$ cat src/rtl/alu_muldiv.sv
// alu_muldiv: multi-cycle RV32I/E integer ALU with an optional iterative
// M-extension (one multiply or divide bit per cycle).
// Optional feature macro: ALU_MULDIV_EN. When undefined, op[4:3]=11 is invalid
// and the iteration datapath, counter and ITER state are not built.
module alu_muldiv #(
  parameter int WIDTH   = 32,
  parameter int SHIFT_W = $clog2(WIDTH)
) (
  input  logic             clk,
  input  logic             reset_n,
  input  logic             available,
  input  logic [4:0]       op,
  input  logic [WIDTH-1:0] in_a,
  input  logic [WIDTH-1:0] in_b,
  output logic [WIDTH-1:0] out,
  output logic             busy,
  output logic             fault
);

  localparam logic [4:0] OP_ADD  = 5'b00000, OP_SUB  = 5'b01000, OP_SLL  = 5'b00001;
  localparam logic [4:0] OP_SLT  = 5'b00010, OP_SLTU = 5'b00011, OP_XOR  = 5'b00100;
  localparam logic [4:0] OP_SRL  = 5'b00101, OP_OR   = 5'b00110, OP_AND  = 5'b00111;
  localparam logic [4:0] OP_SRA  = 5'b01101, OP_BEQ  = 5'b10000, OP_BNE  = 5'b10001;
  localparam logic [4:0] OP_BLT  = 5'b10100, OP_BGE  = 5'b10101, OP_BLTU = 5'b10110;
  localparam logic [4:0] OP_BGEU = 5'b10111;

  typedef enum logic [1:0] {
    IDLE  = 2'd0,
    START = 2'd1,
    DONE  = 2'd2
`ifdef ALU_MULDIV_EN
    , ITER = 2'd3
`endif
  } state_t;

  state_t               state, state_next;
  logic [4:0]           op_q;
  logic [WIDTH-1:0]     a_q, b_q, base_res;
  logic [SHIFT_W-1:0]   shamt;
  logic                 op_valid;

  assign shamt = b_q[SHIFT_W-1:0];

  // Decode the live op so an invalid request can be flagged on the sampling edge.
  always_comb begin
    op_valid = 1'b0;
    casez (op)
      5'b00???, 5'b01000, 5'b01101, 5'b10000, 5'b10001, 5'b101??: op_valid = 1'b1;
`ifdef ALU_MULDIV_EN
      5'b11???: op_valid = 1'b1;
`endif
      default: op_valid = 1'b0;
    endcase
  end

  // Single-cycle base operations on the captured operands.
  always_comb begin
    base_res = '0;
    case (op_q)
      OP_ADD:  base_res = a_q + b_q;
      OP_SUB:  base_res = a_q - b_q;
      OP_SLL:  base_res = a_q << shamt;
      OP_SRL:  base_res = a_q >> shamt;
      OP_SRA:  base_res = $signed(a_q) >>> shamt;
      OP_XOR:  base_res = a_q ^ b_q;
      OP_OR:   base_res = a_q | b_q;
      OP_AND:  base_res = a_q & b_q;
      OP_SLT,
      OP_BLT:  base_res[0] = $signed(a_q) < $signed(b_q);
      OP_SLTU,
      OP_BLTU: base_res[0] = a_q < b_q;
      OP_BGE:  base_res[0] = $signed(a_q) >= $signed(b_q);
      OP_BGEU: base_res[0] = a_q >= b_q;
      OP_BEQ:  base_res[0] = a_q == b_q;
      OP_BNE:  base_res[0] = a_q != b_q;
      default: base_res = '0;
    endcase
  end

`ifdef ALU_MULDIV_EN
  localparam logic [SHIFT_W-1:0] LAST = SHIFT_W'(WIDTH - 1);

  logic [SHIFT_W-1:0]   cnt;
  logic [WIDTH-1:0]     acc_hi, acc_lo, opnd, mag_a, mag_b, special_res;
  logic [WIDTH-1:0]     step_hi, step_lo, iter_res;
  logic [WIDTH:0]       mul_sum, div_trial;
  logic [2*WIDTH-1:0]   prod;
  logic                 neg_res, is_m, is_div, is_rem, m_hi, a_sgn, b_sgn;
  logic                 a_neg, b_neg, div_zero, div_ovf, m_special;

  // M-op decode, operand magnitudes and the divide special cases.
  always_comb begin
    is_m        = op_q[4:3] == 2'b11;
    is_div      = op_q[2];
    is_rem      = op_q[1];
    m_hi        = op_q[1:0] != 2'b00;
    a_sgn       = is_div ? ~op_q[0] : (op_q[1] ^ op_q[0]);
    b_sgn       = is_div ? ~op_q[0] : (op_q[1:0] == 2'b01);
    a_neg       = a_sgn & a_q[WIDTH-1];
    b_neg       = b_sgn & b_q[WIDTH-1];
    mag_a       = a_neg ? -a_q : a_q;
    mag_b       = b_neg ? -b_q : b_q;
    div_zero    = is_div && (b_q == '0);
    div_ovf     = is_div && ~op_q[0] && (a_q == {1'b1, {(WIDTH-1){1'b0}}}) && (&b_q);
    m_special   = div_zero | div_ovf;
    if (div_zero) special_res = is_rem ? a_q : '1;
    else          special_res = is_rem ? '0 : a_q;
  end

  // One shift-add or restoring-subtract step, plus sign fix-up of the final step.
  always_comb begin
    step_hi   = acc_hi;
    step_lo   = acc_lo;
    prod      = '0;
    iter_res  = '0;
    mul_sum   = {1'b0, acc_hi} + (acc_lo[0] ? {1'b0, opnd} : '0);
    div_trial = {acc_hi, acc_lo[WIDTH-1]} - {1'b0, opnd};
    if (is_div) begin
      if (!div_trial[WIDTH]) begin
        step_hi = div_trial[WIDTH-1:0];
        step_lo = {acc_lo[WIDTH-2:0], 1'b1};
      end else begin
        step_hi = {acc_hi[WIDTH-2:0], acc_lo[WIDTH-1]};
        step_lo = {acc_lo[WIDTH-2:0], 1'b0};
      end
      iter_res = is_rem ? step_hi : step_lo;
      if (neg_res) iter_res = -iter_res;
    end else begin
      step_hi  = mul_sum[WIDTH:1];
      step_lo  = {mul_sum[0], acc_lo[WIDTH-1:1]};
      prod     = {step_hi, step_lo};
      if (neg_res) prod = -prod;
      iter_res = m_hi ? prod[2*WIDTH-1:WIDTH] : prod[WIDTH-1:0];
    end
  end

  // Iteration registers: loaded in START, stepped in ITER.
  always_ff @(posedge clk) begin
    if (state == START) begin
      acc_hi  <= '0;
      acc_lo  <= is_div ? mag_a : mag_b;
      opnd    <= is_div ? mag_b : mag_a;
      neg_res <= (is_div && is_rem) ? a_neg : (a_neg ^ b_neg);
    end else if (state == ITER) begin
      acc_hi  <= step_hi;
      acc_lo  <= step_lo;
    end
  end
`endif

  // State register.
  always_ff @(posedge clk) begin
    // NOTE: sequential state uses non-blocking assignment so every register samples pre-edge values.
    if (!reset_n) state <= IDLE;
    else          state <= state_next;
  end

  // Next-state logic.
  always_comb begin
    // NOTE: default assigned first so no path leaves state_next unassigned and infers a latch.
    state_next = state;
    case (state)
      IDLE:  if (available) state_next = op_valid ? START : DONE;
      START: begin
        state_next = DONE;
`ifdef ALU_MULDIV_EN
        if (is_m && !m_special) state_next = ITER;
`endif
      end
`ifdef ALU_MULDIV_EN
      ITER:  if (cnt == LAST) state_next = DONE;
`endif
      DONE:  if (!available) state_next = IDLE;
      default: state_next = IDLE;
    endcase
  end

  // Request capture; operands are only read after being loaded here.
  always_ff @(posedge clk) begin
    // NOTE: datapath-only registers carry no reset; they are always written before being used.
    if (state == IDLE && available) begin
      op_q <= op;
      a_q  <= in_a;
      b_q  <= in_b;
    end
  end

  // Result, busy, fault and iteration counter.
  always_ff @(posedge clk) begin
    if (!reset_n) begin
      out   <= '0;
      busy  <= 1'b0;
      fault <= 1'b0;
`ifdef ALU_MULDIV_EN
      cnt   <= '0;
`endif
    end else begin
      case (state)
        IDLE: if (available) begin
          busy  <= op_valid;
          fault <= ~op_valid;
        end
        START: begin
`ifdef ALU_MULDIV_EN
          cnt <= '0;
          if (!(is_m && !m_special)) begin
            out  <= is_m ? special_res : base_res;
            busy <= 1'b0;
          end
`else
          out  <= base_res;
          busy <= 1'b0;
`endif
        end
`ifdef ALU_MULDIV_EN
        ITER: begin
          cnt <= cnt + 1'b1;
          if (cnt == LAST) begin
            out  <= iter_res;
            busy <= 1'b0;
          end
        end
`endif
        DONE: if (!available) fault <= 1'b0;
        default: ;
      endcase
    end
  end

endmodule

$ cat config.mk
export PLATFORM = sky130hd
export DESIGN_NAME = alu_muldiv
export DESIGN_NICKNAME = d
export VERILOG_FILES = /design/src/rtl/alu_muldiv.sv
export SDC_FILE = /design/constraint.sdc
export NUM_CORES = 1
export LEC_CHECK = 0
export CORE_ASPECT_RATIO = 1.1
export CORE_UTILIZATION = 30
export DETAILED_ROUTE_END_ITERATION = 6
export DONT_BUFFER_PORTS = 1
export MAX_ROUTING_LAYER = met4
export PLACE_DENSITY = 0.45
export SYNTH_ARGS = -nofsm -noshare
export SYNTH_HDL_FRONTEND = slang
export SYNTH_SLANG_ARGS = --single-unit
$ cat constraint.sdc
create_clock -name clk -period 11.56 [get_ports clk]
set_clock_uncertainty 0.1 [all_clocks]
set_input_delay 2.89 -clock clk [delete_from_list [all_inputs] [get_ports clk]]
set_output_delay 2.89 -clock clk [all_outputs]
set_load 0.02 [all_outputs]
# Word-level counts from Yosys, hierarchy flattened
# Cells that the tools add are included.
# word_totals
reg_bits,105
in_bits,72
out_inout_bits,34
wordCells,70
# op_classes
add_sub_neg,2
n_lt_le_gt_ge,4
n_eq_ne,26
n_shift,3
muxes,12
n_bitwise,4
reduce_logical,12
# ops
operator,n
case mux 31 bit (8 select lines),1
>= comparator 32 bit,2
less-than comparator 32 bit,2
equality test 5 bit (second input constant),8
adder 32 bit,1
AND 32 bit,1
equality test 32 bit,1
inequality test 32 bit,1
OR 32 bit,1
<< shifter 32 x 5 -> 32 bit,1
right shift 32 x 5 -> 32 bit,1
>>> shifter 32 x 5 -> 32 bit,1
subtractor 32 bit,1
XOR 32 bit,1
equality test 5 x 3 -> 1 bit (second input constant),4
equality test 5 x 4 -> 1 bit (second input constant),4
case mux 1 bit (14 select lines),1
equality test 5 x 2 -> 1 bit (second input constant),2
two-way mux 2 bit,3
case mux 2 bit (3 select lines),1
OR reduction 6 bit,1
equality test 5 x 1 -> 1 bit (second input constant),1
logical NOT 5 bit,1
logical NOT 2 bit,2
other kinds (12),20

# Longest topological paths before layout
# logic_depth
word_depth,6
ltp_mapped,16

# Worst setup path before layout
# OpenSTA, ideal clock, no wires.
# synth_path
path_type,in2reg
start,in available
end,reg a_q[0] (enable)
setup_ns,0.498
t_arrival_ns,5.868
path_slack_ns,5.094
cell_stages,2
path_cell_list,nand2b_1 > nor2_1
# synth_between
elab_chain_cells,1
# synth_rtl
element,line,text
"start, declared",11,"input logic available,"
logical AND 1 bit,181,if (state == IDLE && available) begin
"end signal, assigned",183,a_q <= in_a;
"end, declared",38,"logic [WIDTH-1:0] a_q, b_q, base_res;"
# No other way between the ends.
# A chain may end at the register's enable or synchronous reset.

# Worst setup path in the final report
# layout_path
start,reg b_q[3]
end,reg out[25]
# layout_between
elab_chain_cells,2
elab_cells_between_ends,6
cone_classes,2 x add/sub; 3 x shift; 1 x mux
# layout_rtl
element,line,text
"start, declared",38,
"start signal, assigned",184,b_q <= in_b;
"subtractor 32 bit, or another cell as far along",61,OP_SUB: base_res = a_q - b_q;
case mux 31 bit (8 select lines) (*),59,case (op_q)
"end signal, assigned",211,out <= base_res;
"end, declared",15,"output logic [WIDTH-1:0] out,"
# Every way passes the cells marked *; elsewhere a longest branch is shown, timed or not.

==> impl_metrics.toml <==
[status]
run_status = "finished with violations"
violations = "DRC"

[detailed_routing]
drt_iter0_drc = 1537
first_pass_iters = 7
wl_mm = 52.6
vias = 11600
wire_per_inst_um = 27.7
post_drt_via_cell_ratio = 6.12
drcViolationCount = 1
ant_nets = 0

[clocking]
cts-htree-levels = 3
cts_buffers = 9
cts.clk_slew.worst_paths_ns = 0.08
cts.repair.resized = 0
cts_tree = "done"
cts_root_buf = "clkbuf_16"
cts_sinks = 105
cts_hold_buf = 0
clk_latency_ns = 0.41
cts_setup_buffers = 0
clock_path_buffers = 2

[sta]
fmax_ghz = 0.214
hold_ws_ns = 0.467
worst_pin_slew_ns = 1.05
period_needed_ns = 4.68
finalMaxSlewViolations = 0
fin_tns_setup_ns = 0
finalHoldViolations = 0
max_slew_margin_pct = 29.8
post-route-period-util_pct = 40.5
rsz0062_at_grt = "false"
setup_viol = 0

[setup_path]
critPathMaxFanout = 67
reg2reg_to = "out[25]$_SDFFE_PN0P_"
worstReg2RegStart = "b_q[3]$_DFFE_PP_"
worstPathRequired_ns = 11.74
crit_type = "reg -> reg"
start_kind = "flip-flop"
crit_path_end_kind = "flip-flop"
r2r_cells = 12
cp_data_arrival_time_ns = 4.87
reg2reg_slack_ns = 6.88

[synthesis]
yosysTopAreaCellShare_pct = 17.1
synth_common_cells = "137 x nor2_1, 131 x a21oi_1, 119 x o21ai_0"
synth_top_cell_by_area = "edfxtp_1"
synth_edf_count = 69
syn_inst = 1451
ys_top_cells_by_area = "edfxtp_1 17%, mux4_2 11%, ha_1 10%"
async_flop_share_pct = 0
seq_area_frac_synth_pct = 23.0
syn-cell-area_mm2 = 0.0121
yosysMostFrequentCell = "nor2_1"
ys_warn_count = 0
synth.distinct_cells = 84
synth_seq_cells = 105
avgSynthCellArea_um2 = 8.37
synth-main-ff-cell = "edfxtp_1"
synth_nets = 1625

[power_and_ir_drop]
seqPwrFrac_pct = 33.4
p_leak_nw = 4.87
swShare_pct = 41.2
intPower_uw = 812
power.share.clock_pct = 26.6
combPwrFrac_pct = 40.0
max-vdd-ir-drop_uv = 59.5
p_sw_uw = 568
powerDensity_mw_per_mm2 = 107

[final_layout]
drive_gt1_share_pct = 9.78
final_area_mm2 = 0.0129
n_fill_cell = 4180
utilization_pct = 32.5
n_antenna_cell = 0
area_delta_synth_final_pct = 5.86
stdcell_count = 1897
final_nets = 1559

[global_routing]
grt_pass1_wl_mm = 76.8
grt_start_max_net_pins = 68
grt-ovfl-total = 0
track_usage_pct = 26.2
antenna_found_initial = 0
grt_pass1_vias = 11200

[placement]
post_dp_cell_area_mm2 = 0.0125
gp_congestion = 0.968
dp_cells = 1881
dp_hpwl_mm = 39.9
numPortBuffers = 0

[worst_hold_path]
hold_class = "reg -> reg"
hold-path-endpoint = "out[8]$_SDFFE_PN0P_"
hold_depth = 2
hp-start = "out[8]$_SDFFE_PN0P_"

[die]
io_pins = 106
row_count = 76
die-area_mm2 = 0.0413
die_h_um = 213
core_area_mm2 = 0.0396
die_x_um = 194
start_util_pct = 30.7

[run]
cap_viol_max_count = 0
-- critical path: stages (launching register included) --
cell      delay (ns)
edfxtp_1        0.33
buf_4           0.57
inv_2           0.53
ha_1            0.55
nor2_1          0.25
o311ai_1        0.20
a21oi_1         0.59
a311oi_1        0.22
a221oi_2        0.36
o21ai_2         0.15
o311a_1         0.31
a311oi_1        0.27
a21oi_1         0.09
-- state kept, by name (all words and copies together), names as in the netlist --
signal	cells
b_q	32
busy	1
state	2
op_q	5
out	32
fault	1
a_q	32
-- power by group through the flow --
stage	registers (mW)	logic, mW	clock network, mW
floorplan	0.454	0.388	0
global placement	0.468	0.541	0
detailed placement	0.468	0.539	0
CTS	0.460	0.542	0.379
global route	0.464	0.593	0.391
finish	0.461	0.552	0.367
-- metal layers --
metal  track usage, %  wire (um)
met1             33.6      22600
met2             41.0      24300
met3             4.99       4010
met4             9.80       1740
met5                -          0
-- per-stage QoR --
step	power (mW)	setup WS [ns]
CTS	1.38	6.94
detailed placement	1.01	6.57
floorplan	0.841	5.09
finish	1.38	6.88
global route	1.45	6.66
global placement	1.01	6.59
-- cell type report --
type	instances	area, um^2	share of cell area (%)
Clock buffer	9	225	1.75
Tap cell	507	634	4.94
Multi-Input combinational cell	1138	8500	66.2
Sequential cell	105	2790	21.7
Inverter	103	387	3.01
Timing Repair Buffer	28	210	1.64
Clock inverter	7	101	0.788
-- cell usage in the layout (no fill, tap or decap), drive strengths merged, types with 11 or more instances in the layout --
| cell | n |
|---|---|
| mux2i | 54 |
| dfxtp | 36 |
| edfxtp | 69 |
| xnor2 | 20 |
| nand2b | 13 |
| a31oi | 16 |
| o221ai | 13 |
| a21oi | 131 |
| a21o | 11 |
| nand4 | 11 |
| or3 | 14 |
| a221oi | 23 |
| nand3 | 31 |
| o21ai | 128 |
| mux4 | 58 |
| o21bai | 11 |
| o211ai | 25 |
| ha | 100 |
| nor2 | 139 |
| a211oi | 22 |
| inv | 105 |
| nor3 | 39 |
| nand2 | 104 |
| buf | 28 |
| a22oi | 19 |
-- logic make-up (layout without fill, tap and decap cells) --
| kind of cell | Yosys count | in the layout | share of synthesized area (%) |
|---|---|---|---|
| adder cells (fa/ha/maj) | 102 | 102 | 10.6 |
| AND/OR/NAND/NOR | 409 | 409 | 15.9 |
| AO/OA/AOI/OAI | 485 | 485 | 25.9 |
| flip-flops | 105 | 105 | 23.0 |
| multiplexers | 118 | 118 | 15.8 |
| XOR/XNOR | 24 | 24 | 1.73 |
| buffers and inverters | 208 | 147 | 7.07 |
-- how the worst max path moves through the flow --
| stage | startpoint | to | cells after the start |
|---|---|---|---|
| 2_1_floorplan | available | a_q[0]$_DFFE_PP_ | 2 |
| 5_1_grt | b_q[3]$_DFFE_PP_ | out[25]$_SDFFE_PN0P_ | 12 |
| 3_5_place_dp | available | a_q[12]$_DFFE_PP_ | 3 |
| 6_report | b_q[3]$_DFFE_PP_ | out[25]$_SDFFE_PN0P_ | 12 |
| 3_3_place_gp | available | busy$_SDFFE_PN0P_ | 6 |
| 4_1_cts | b_q[3]$_DFFE_PP_ | out[25]$_SDFFE_PN0P_ | 12 |
(Power assumes the default switching activity.)
